### config.mk
export PLATFORM = sky130hd
export DESIGN_NAME = fetch_controller
export DESIGN_NICKNAME = d
export VERILOG_FILES = /design/src/rtl/fetch_pkg.sv /design/src/rtl/fetch_pc_next.sv /design/src/rtl/fetch_reg.sv /design/src/rtl/fetch_controller.sv
export SDC_FILE = /design/constraint.sdc
export NUM_CORES = 1
export LEC_CHECK = 0
export BUFFER_PORTS_ARGS = -buffer_cell sky130_fd_sc_hd__buf_2
export CORE_MARGIN = 1.5
export CORE_UTILIZATION = 44
export DETAILED_ROUTE_END_ITERATION = 10
export PLACE_DENSITY = 0.86
export SLEW_MARGIN = 5
export SYNTH_ARGS = -nofsm -noshare
export SYNTH_HDL_FRONTEND = slang
export SYNTH_SLANG_ARGS = --single-unit
export TNS_END_PERCENT = 100
### constraint.sdc
create_clock -name clk -period 3.4 [get_ports clk]
set_clock_uncertainty 0.15 [all_clocks]
set_input_delay 0.34 -clock clk [delete_from_list [all_inputs] [get_ports clk]]
set_output_delay 0.34 -clock clk [all_outputs]
set_load 0.1 [all_outputs]
### src/rtl/fetch_pkg.sv
// Shared types and constants for the instruction fetch controller.
package fetch_pkg;

    // Fetch sequencer states
    typedef enum logic [2:0] {
        IDLE,
        REQ,
        WAIT,
        OUT,
        HALT
    } fetch_state_e;

    localparam logic [31:0] RESET_PC   = 32'h8000_0000;
    // Clears the two byte-offset bits of an instruction address
    localparam logic [31:0] ALIGN_MASK = ~32'd3;

endpackage

### src/rtl/fetch_pc_next.sv
// Next-PC select: trap entry beats redirect beats sequential increment.
// A misaligned redirect (without a trap) leaves the PC untouched and is flagged.
module fetch_pc_next #(
    parameter int N = 32
) (
    input  logic [N-1:0] pc,
    input  logic         inc_en,
    input  logic         trap_valid,
    input  logic [N-1:0] trap_vector,
    input  logic         redirect_valid,
    input  logic [N-1:0] redirect_target,
    output logic [N-1:0] pc_next,
    output logic         misaligned
);
    import fetch_pkg::*;

    localparam logic [N-1:0] ALIGN_N = {{(N-2){1'b1}}, ALIGN_MASK[1:0]};

    // Priority select of the next program counter
    always_comb begin
        misaligned = redirect_valid && !trap_valid && (redirect_target[1:0] != 2'b00);
        if (trap_valid)
            pc_next = trap_vector & ALIGN_N;
        else if (redirect_valid && !misaligned)
            pc_next = redirect_target;
        else if (redirect_valid)
            pc_next = pc;               // faulting redirect: hold, no increment
        else if (inc_en)
            pc_next = pc + N'(4);       // wraps modulo 2^N
        else
            pc_next = pc;
    end

endmodule

### src/rtl/fetch_reg.sv
// Resettable register primitive with load enable and a configurable reset value.
module fetch_reg #(
    parameter int            W    = 32,
    parameter logic [W-1:0]  INIT = '0
) (
    input  logic         clk,
    input  logic         rst,
    input  logic         en,
    input  logic [W-1:0] d,
    output logic [W-1:0] q
);

    // Load d when enabled; reset forces INIT
    always_ff @(posedge clk or posedge rst) begin
        if (rst)
            q <= INIT;
        else if (en)
            q <= d;
    end

endmodule

### src/rtl/fetch_controller.sv
// Fetch-stage sequencer: owns the PC, issues one imem request at a time,
// buffers the returned instruction for decode, and handles redirect/trap
// entry by discarding in-flight fetches that became stale.
module fetch_controller #(
    parameter int           N        = 32,
    parameter logic [N-1:0] RESET_PC = N'(fetch_pkg::RESET_PC)
) (
    input  logic         clk,
    input  logic         rst,
    input  logic         redirect_valid,
    input  logic [N-1:0] redirect_target,
    input  logic         trap_valid,
    input  logic [N-1:0] trap_vector,
    output logic         imem_req_valid,
    input  logic         imem_req_ready,
    output logic [N-1:0] imem_req_addr,
    input  logic         imem_resp_valid,
    input  logic [N-1:0] imem_resp_data,
    output logic         inst_valid,
    input  logic         inst_ready,
    output logic [N-1:0] inst_data,
    output logic [N-1:0] inst_pc,
    output logic         misaligned_fault
);
    import fetch_pkg::*;

    fetch_state_e state_q, state_d;
    logic         kill_q, kill_d;          // outstanding response must be dropped
    logic         halt_pend_q, halt_pend_d; // enter HALT once the killed response returns
    logic         fault_q;
    logic [N-1:0] pc_q, pc_d;
    logic         mis, take, inc_en, ld_inst;

    assign inc_en = (state_q == OUT) && inst_ready;
    assign take   = trap_valid || (redirect_valid && !mis);

    fetch_pc_next #(.N(N)) u_pc_next (
        .pc              (pc_q),
        .inc_en          (inc_en),
        .trap_valid      (trap_valid),
        .trap_vector     (trap_vector),
        .redirect_valid  (redirect_valid),
        .redirect_target (redirect_target),
        .pc_next         (pc_d),
        .misaligned      (mis)
    );

    fetch_reg #(.W(N), .INIT(RESET_PC)) u_pc_reg (
        .clk (clk),
        .rst (rst),
        .en  (1'b1),
        .d   (pc_d),
        .q   (pc_q)
    );

    // State and control flags
    always_ff @(posedge clk or posedge rst) begin
        if (rst) begin
            state_q     <= IDLE;
            kill_q      <= 1'b0;
            halt_pend_q <= 1'b0;
            fault_q     <= 1'b0;
        end else begin
            state_q     <= state_d;
            kill_q      <= kill_d;
            halt_pend_q <= halt_pend_d;
            fault_q     <= mis;
        end
    end

    // Next-state: sequencing plus redirect/trap/fault handling
    always_comb begin
        state_d     = state_q;
        kill_d      = kill_q;
        halt_pend_d = halt_pend_q;
        case (state_q)
            IDLE: state_d = mis ? HALT : REQ;
            REQ: begin
                if (imem_req_ready) begin
                    // old request is accepted regardless; a redirect kills it
                    state_d = WAIT;
                    if (take) begin
                        kill_d      = 1'b1;
                        halt_pend_d = 1'b0;
                    end else if (mis) begin
                        kill_d      = 1'b1;
                        halt_pend_d = 1'b1;
                    end
                end else if (mis) begin
                    state_d = HALT;
                end
            end
            WAIT: begin
                if (imem_resp_valid) begin
                    kill_d      = 1'b0;
                    halt_pend_d = 1'b0;
                    if (take)
                        state_d = REQ;
                    else if (mis)
                        state_d = HALT;
                    else if (kill_q)
                        state_d = halt_pend_q ? HALT : REQ;
                    else
                        state_d = OUT;
                end else if (take) begin
                    kill_d      = 1'b1;
                    halt_pend_d = 1'b0;
                end else if (mis) begin
                    kill_d      = 1'b1;
                    halt_pend_d = 1'b1;
                end
            end
            OUT: begin
                if (take)
                    state_d = REQ;
                else if (mis)
                    state_d = HALT;
                else if (inst_ready)
                    state_d = REQ;
            end
            HALT: if (take) state_d = REQ;
            default: state_d = IDLE;
        endcase
    end

    // Outputs decoded from state; buffer load on a live response
    always_comb begin
        imem_req_valid   = (state_q == REQ);
        inst_valid       = (state_q == OUT);
        imem_req_addr    = pc_q;
        misaligned_fault = fault_q;
        ld_inst          = (state_q == WAIT) && imem_resp_valid && !kill_q && !take && !mis;
    end

    // Decode-side instruction buffer
    always_ff @(posedge clk or posedge rst) begin
        if (rst) begin
            inst_data <= '0;
            inst_pc   <= '0;
        end else if (ld_inst) begin
            inst_data <= imem_resp_data;
            inst_pc   <= pc_q;
        end
    end

endmodule

=== Word-level counts from Yosys, hierarchy flattened ===
Index checks and enable logic that the tools add are counted.

* Reduce and logical (&&, ||, !) cells: 20
* Multiplexer cells: 27
* $add $sub $neg: 1
* Equality and inequality tests: 10

{| class="wikitable"
|+ Operators by type and width
! kind !! count
|-
| two-way mux 32 bit || 4
|-
| two-way mux 3 bit || 12
|-
| adder 32 x 3 -> 32 bit, second input constant || 1
|-
| one-hot mux 3 bit (5 select lines) || 1
|-
| logical AND 1 bit || 8
|-
| two-way mux 1 bit || 8
|-
| == test 3 x 2 -> 1 bit, second input constant || 2
|-
| != test 3 x 1 -> 1 bit, second input constant || 2
|-
| logical NOT 1 bit || 4
|-
| != test 2 bit, second input constant || 2
|-
| != test 4 x 1 -> 1 bit, second input constant || 1
|-
| one-hot mux 1 bit (2 select lines) || 2
|-
| AND reduction 2 bit || 2
|-
| AND reduction 4 bit || 1
|-
| nonzero test 2 bit || 2
|-
| == test 3 x 1 -> 1 bit, second input constant || 1
|-
| == test 3 bit, second input constant || 1
|-
| logical NOT 3 bit || 1
|-
| nonzero test 3 bit || 1
|-
| != test 2 x 1 -> 1 bit, second input constant || 1
|-
| logical OR 1 bit || 1
|}

* Word-level logic and storage cells: 65
* Bits in registers: 102

=== Depth between registers and ports, before layout ===
* Depth in word-level cells: 9
* Mapped depth: 8
* Mapped depth without buffers: 6

=== By module ===
Synthesis repeated with hierarchy kept, for this count alone.

* Cells, all modules: 468
* Area, all modules: 5,750.5 µm²

{| class="wikitable"
|+ Modules (own cells, without submodules)
! module !! cells each !! area each (µm²) !! times used
|-
| fetch_controller || 189 || 3,081.7 || 1
|-
| fetch_reg || 69 || 1,350.0 || 1
|-
| fetch_pc_next || 210 || 1,318.8 || 1
|}

=== Worst setup path after synthesis ===
No wires, ideal clock.

* Path type: reg-to-reg
* Start point: reg state_q[2]
* End point: reg state_q[0]
* Clock period less this slack: 3.732 ns
* Setup time: 0.111 ns
* Path slack: -0.332 ns
* Buffers on the path: 1
* Data arrival time: 3.471 ns
* Required time: 3.139 ns
* Cell stages (with the launch flop): 6
* Path through: dfrtp_1 clkbuf_1 nor3b_1 nor2b_1 a21boi_0 a222oi_1

* Longest elaborated chain between the ends: 3

{| class="wikitable"
|+ RTL lines
! element !! line !! text
|-
| start: declaration || fetch_controller.sv:27 || <nowiki>fetch_state_e state_q, state_d;</nowiki>
|-
| start signal: assignment || fetch_controller.sv:64 || <nowiki>state_q <= state_d;</nowiki>
|-
| == test 3 x 1 -> 1 bit * || -- ||
|-
| net imem_req_valid || fetch_controller.sv:14 || <nowiki>output logic imem_req_valid,</nowiki>
|-
| != test 3 x 1 -> 1 bit (no source line) || -- ||
|-
| AND reduction 4 bit (no source line) || -- ||
|}

The timed path passes the listed nets; every way through them passes the cells marked *.
A chain may end at the register's enable or synchronous reset.

=== Worst setup path in the final report ===
* Start point: reg state_q[1]
* End point: reg inst_pc[16]

* Longest elaborated chain between the ends: 5

{| class="wikitable"
|+ RTL lines
! element !! line !! text
|-
| == test 3 x 2 -> 1 bit || fetch_controller.sv:132 || <nowiki>ld_inst = (state_q == WAIT) && imem_resp_valid && !kill_q && !take && !mis;</nowiki>
|-
| logical AND 1 bit (4 in a row) || fetch_controller.sv:132 ||
|-
| end signal: assignment || fetch_controller.sv:142 || <nowiki>inst_pc <= pc_q;</nowiki>
|-
| end: declaration || fetch_controller.sv:22 || <nowiki>output logic [N-1:0] inst_pc,</nowiki>
|}

No other way between the ends.

==> results.toml <==
[detailed_routing]
vias_per_cell = 5.77
finalWirelength_mm = 14.4
dr.pass1.iters = 5
drcViolationCount = 0
dr.first_iter.drc_count = 387
num_vias = 4578
wl_per_cell_um = 18.1
drtAntennaViolNets = 0

[run]
max_cap_viol_count = 0

[timing]
fin_crit_ns = 2.43
fin_ws_ns = 0.975
worstMarginPinSlew_ns = 0.679
relSlewSlack = 0.546
maxSlewViolCount = 0
fin_crit_sh = 0.713
rsz0062_at_grt = "no"
tns_ns = 0
fmax_mhz = 412
hold_viol = 0
setup_viol = 0
fin_hold_ws_ns = 0.0687

[grt]
grt_pass1_vias = 4363
grtUsageTotal = 0.241
grt_pass1_wl_mm = 22.0
grt-ovfl-total = 0
antenna_found_initial = 2
grt_max_degree = 52

[cts]
clk_path_buf_depth = 2
insertion_delay_ns = 0.35
clockRootBuffer = "clkbuf_16"
cts_resized = 0
htreeDepth = 3
cts_tree = "yes"
cts.sinks = 102
numCtsBuffers = 9
clkTransAtPathRegs_ns = 0.07

[floorplanning]
initial_core_util = 0.458
die_area_um2 = 12100
die_w_um = 110
rows = 38
die_h_um = 110
ios = 202
core-area_um2 = 11000

[critical_path]
r2r_end = "inst_pc[16]"
cp.required_ns = 3.47
r2r_slack_ns = 0.97
timing.rr.start = "state_q[1]"
r2r_cells = 5
worst_setup_path_end_kind = "register"
crit_fanout = 48
worst-endpoint-arrival_ns = 2.50
cp-start-kind = "register"
crit_type = "reg -> reg"

[finish]
layout-drive-gt1-share = 0.465
fillers = 907
synthToLayoutAreaGrowth_pct = 28.2
final_nets = 751
post-route-util = 0.587

[synth]
yosysSeqAreaShare = 0.508
ys.flop_type = "dfrtp_1"
synth_top_area_share = 0.502
syn-num-nets = 561
synth_seq_cells = 102
synth-edff-count = 0
synth_largest_area_cell = "dfrtp_1"
synthCells = 457
postSynthAreaPerCell_um2 = 11.0
syn_area_um2 = 5030
ys_types = 62
synth_area_leaders = "dfrtp_1 50%, mux2_2 15%, nand2_1 2.2%"
async_reset_ff_frac = 1.00
ys_warn_count = 0

[placed_design]
place_ws_ns = 1.01
place_congestion = 0.910
dpl.hpwl_mm = 10.7
io_buffers = 199

[power_and_ir_drop]
peakVddDrop_mv = 0.630
p_leak_nw = 3.32
powerDensity_nw_per_um2 = 881
p_total_mw = 5.68

[worst_hold_path]
min_from = "imem_resp_data[13]"
hold_end = "inst_data[13]"
min_path_type = "in -> reg"
hold_depth = 2

[outcome]
outcome = "finished, final reports clean"
==> worst max-delay path, stage by stage, from the launching register on <==
cell and delay (ns):
dfrtp_1 0.54, nand2b_1 0.16, nor3b_1 0.40, nand2_2 0.40, buf_12 0.32, mux2_2 0.30
==> layout make-up <==
type | instances | area [µm²] | share of cell area
clock inverters | 4 | 33.8 | 0.00524
multi-input cells | 319 | 2340 | 0.362
repair buffers | 209 | 1090 | 0.168
well taps | 140 | 175 | 0.0272
clock buffers | 12 | 236 | 0.0367
diodes | 1 | 2.50 | 0.000388
inverters | 6 | 25.0 | 0.00388
flip-flops and latches | 102 | 2550 | 0.396
==> worst max-delay path by stage <==
| stage | from | to | slack [ns] | depth (start not counted) |
|---|---|---|---|---|
| after global placement | state_q[2] | u_pc_reg.q[3] | 1.05 | 5 |
| after CTS | state_q[1] | inst_data[8] | 1.00 | 5 |
| final | state_q[1] | inst_pc[16] | 0.97 | 5 |
| after detailed placement | state_q[1] | inst_data[8] | 1.01 | 5 |
| after global routing | state_q[1] | inst_pc[19] | 0.77 | 5 |
| after floorplan | rst | halt_pend_q | 0.24 | 1 |
==> layout by cell type, fill, tap and decap left out, types with 6 or more instances in the layout <==
cell / Yosys / final
o21ai_0: 10 / 10
dfrtp_1: 101 / 101
and3_1: 8 / 8
o211ai_1: 9 / 9
nand4_1: 13 / 13
a21oi_1: 21 / 21
nor2_1: 29 / 29
a22oi_1: 11 / 11
nand2_1: 30 / 29
clkbuf_16: 0 / 9
nand3_1: 20 / 20
buf_4: 0 / 8
mux2_2: 66 / 66
o22ai_1: 7 / 6
buf_2: 14 / 199
xor2_1: 6 / 6
==> cells in the mapped netlist (all sizes together) (7+ instances only) <==
cell type / instances
a21oi: 21
a22oi: 11
and3: 9
buf: 15
clkbuf: 15
dfrtp: 101
mux2: 66
nand2: 31
nand3: 21
nand4: 13
nor2: 29
o211ai: 9
o21ai: 10
o22ai: 7
==> layer usage <==
| metal | part of all wire | track usage | vias to the layer above | routed length, µm |
|---|---|---|---|---|
| met1 | 0.41 | 0.301 | 2196 | 5810 |
| met2 | 0.49 | 0.393 | 232 | 6990 |
| li1 | - | - | 2103 | - |
| met3 | 0.072 | 0.0474 | 45 | 1040 |
| met4 | 0.035 | 0.125 | 2 | 500 |
| met5 | 0.00091 | 0 | - | 13 |
==> what timing repair did <==
item,CTS,global route
hold endpoints to repair,48,0
buffers inserted,0,0
hold buffers,1,0
==> state kept, by name, summed over array words and instances, names as in the netlist <==
name and cells:
misaligned_fault 1, halt_pend_q 1, inst_data 32, inst_pc 32
u_pc_reg.q 32, kill_q 1, state_q 3
==> power by group <==
group / internal [mW] / total (mW) / switching (mW)
Clock: 0.502 / 0.950 / 0.448
Combinational: 0.536 / 2.97 / 2.43
Sequential: 1.50 / 1.77 / 0.269
Total: 2.54 / 5.68 / 3.15
==> logic make-up after synthesis <==
group,share of synthesized area
flip-flops,0.508
AO/OA/AOI/OAI,0.138
XOR/XNOR,0.0157
multiplexers,0.158
AND/OR/NAND/NOR,0.148
buffers and inverters,0.0303
adder cells (fa/ha/maj),0.00249
==> per-stage QoR <==
stage / instances / instance area (µm²)
global placement: 775 / 6170
global route: 792 / 6450
detailed placement: 775 / 6170
floorplan: 457 / 5030
CTS: 792 / 6450
finish: 793 / 6450
Note: power is estimated with default switching activity, not from simulation.
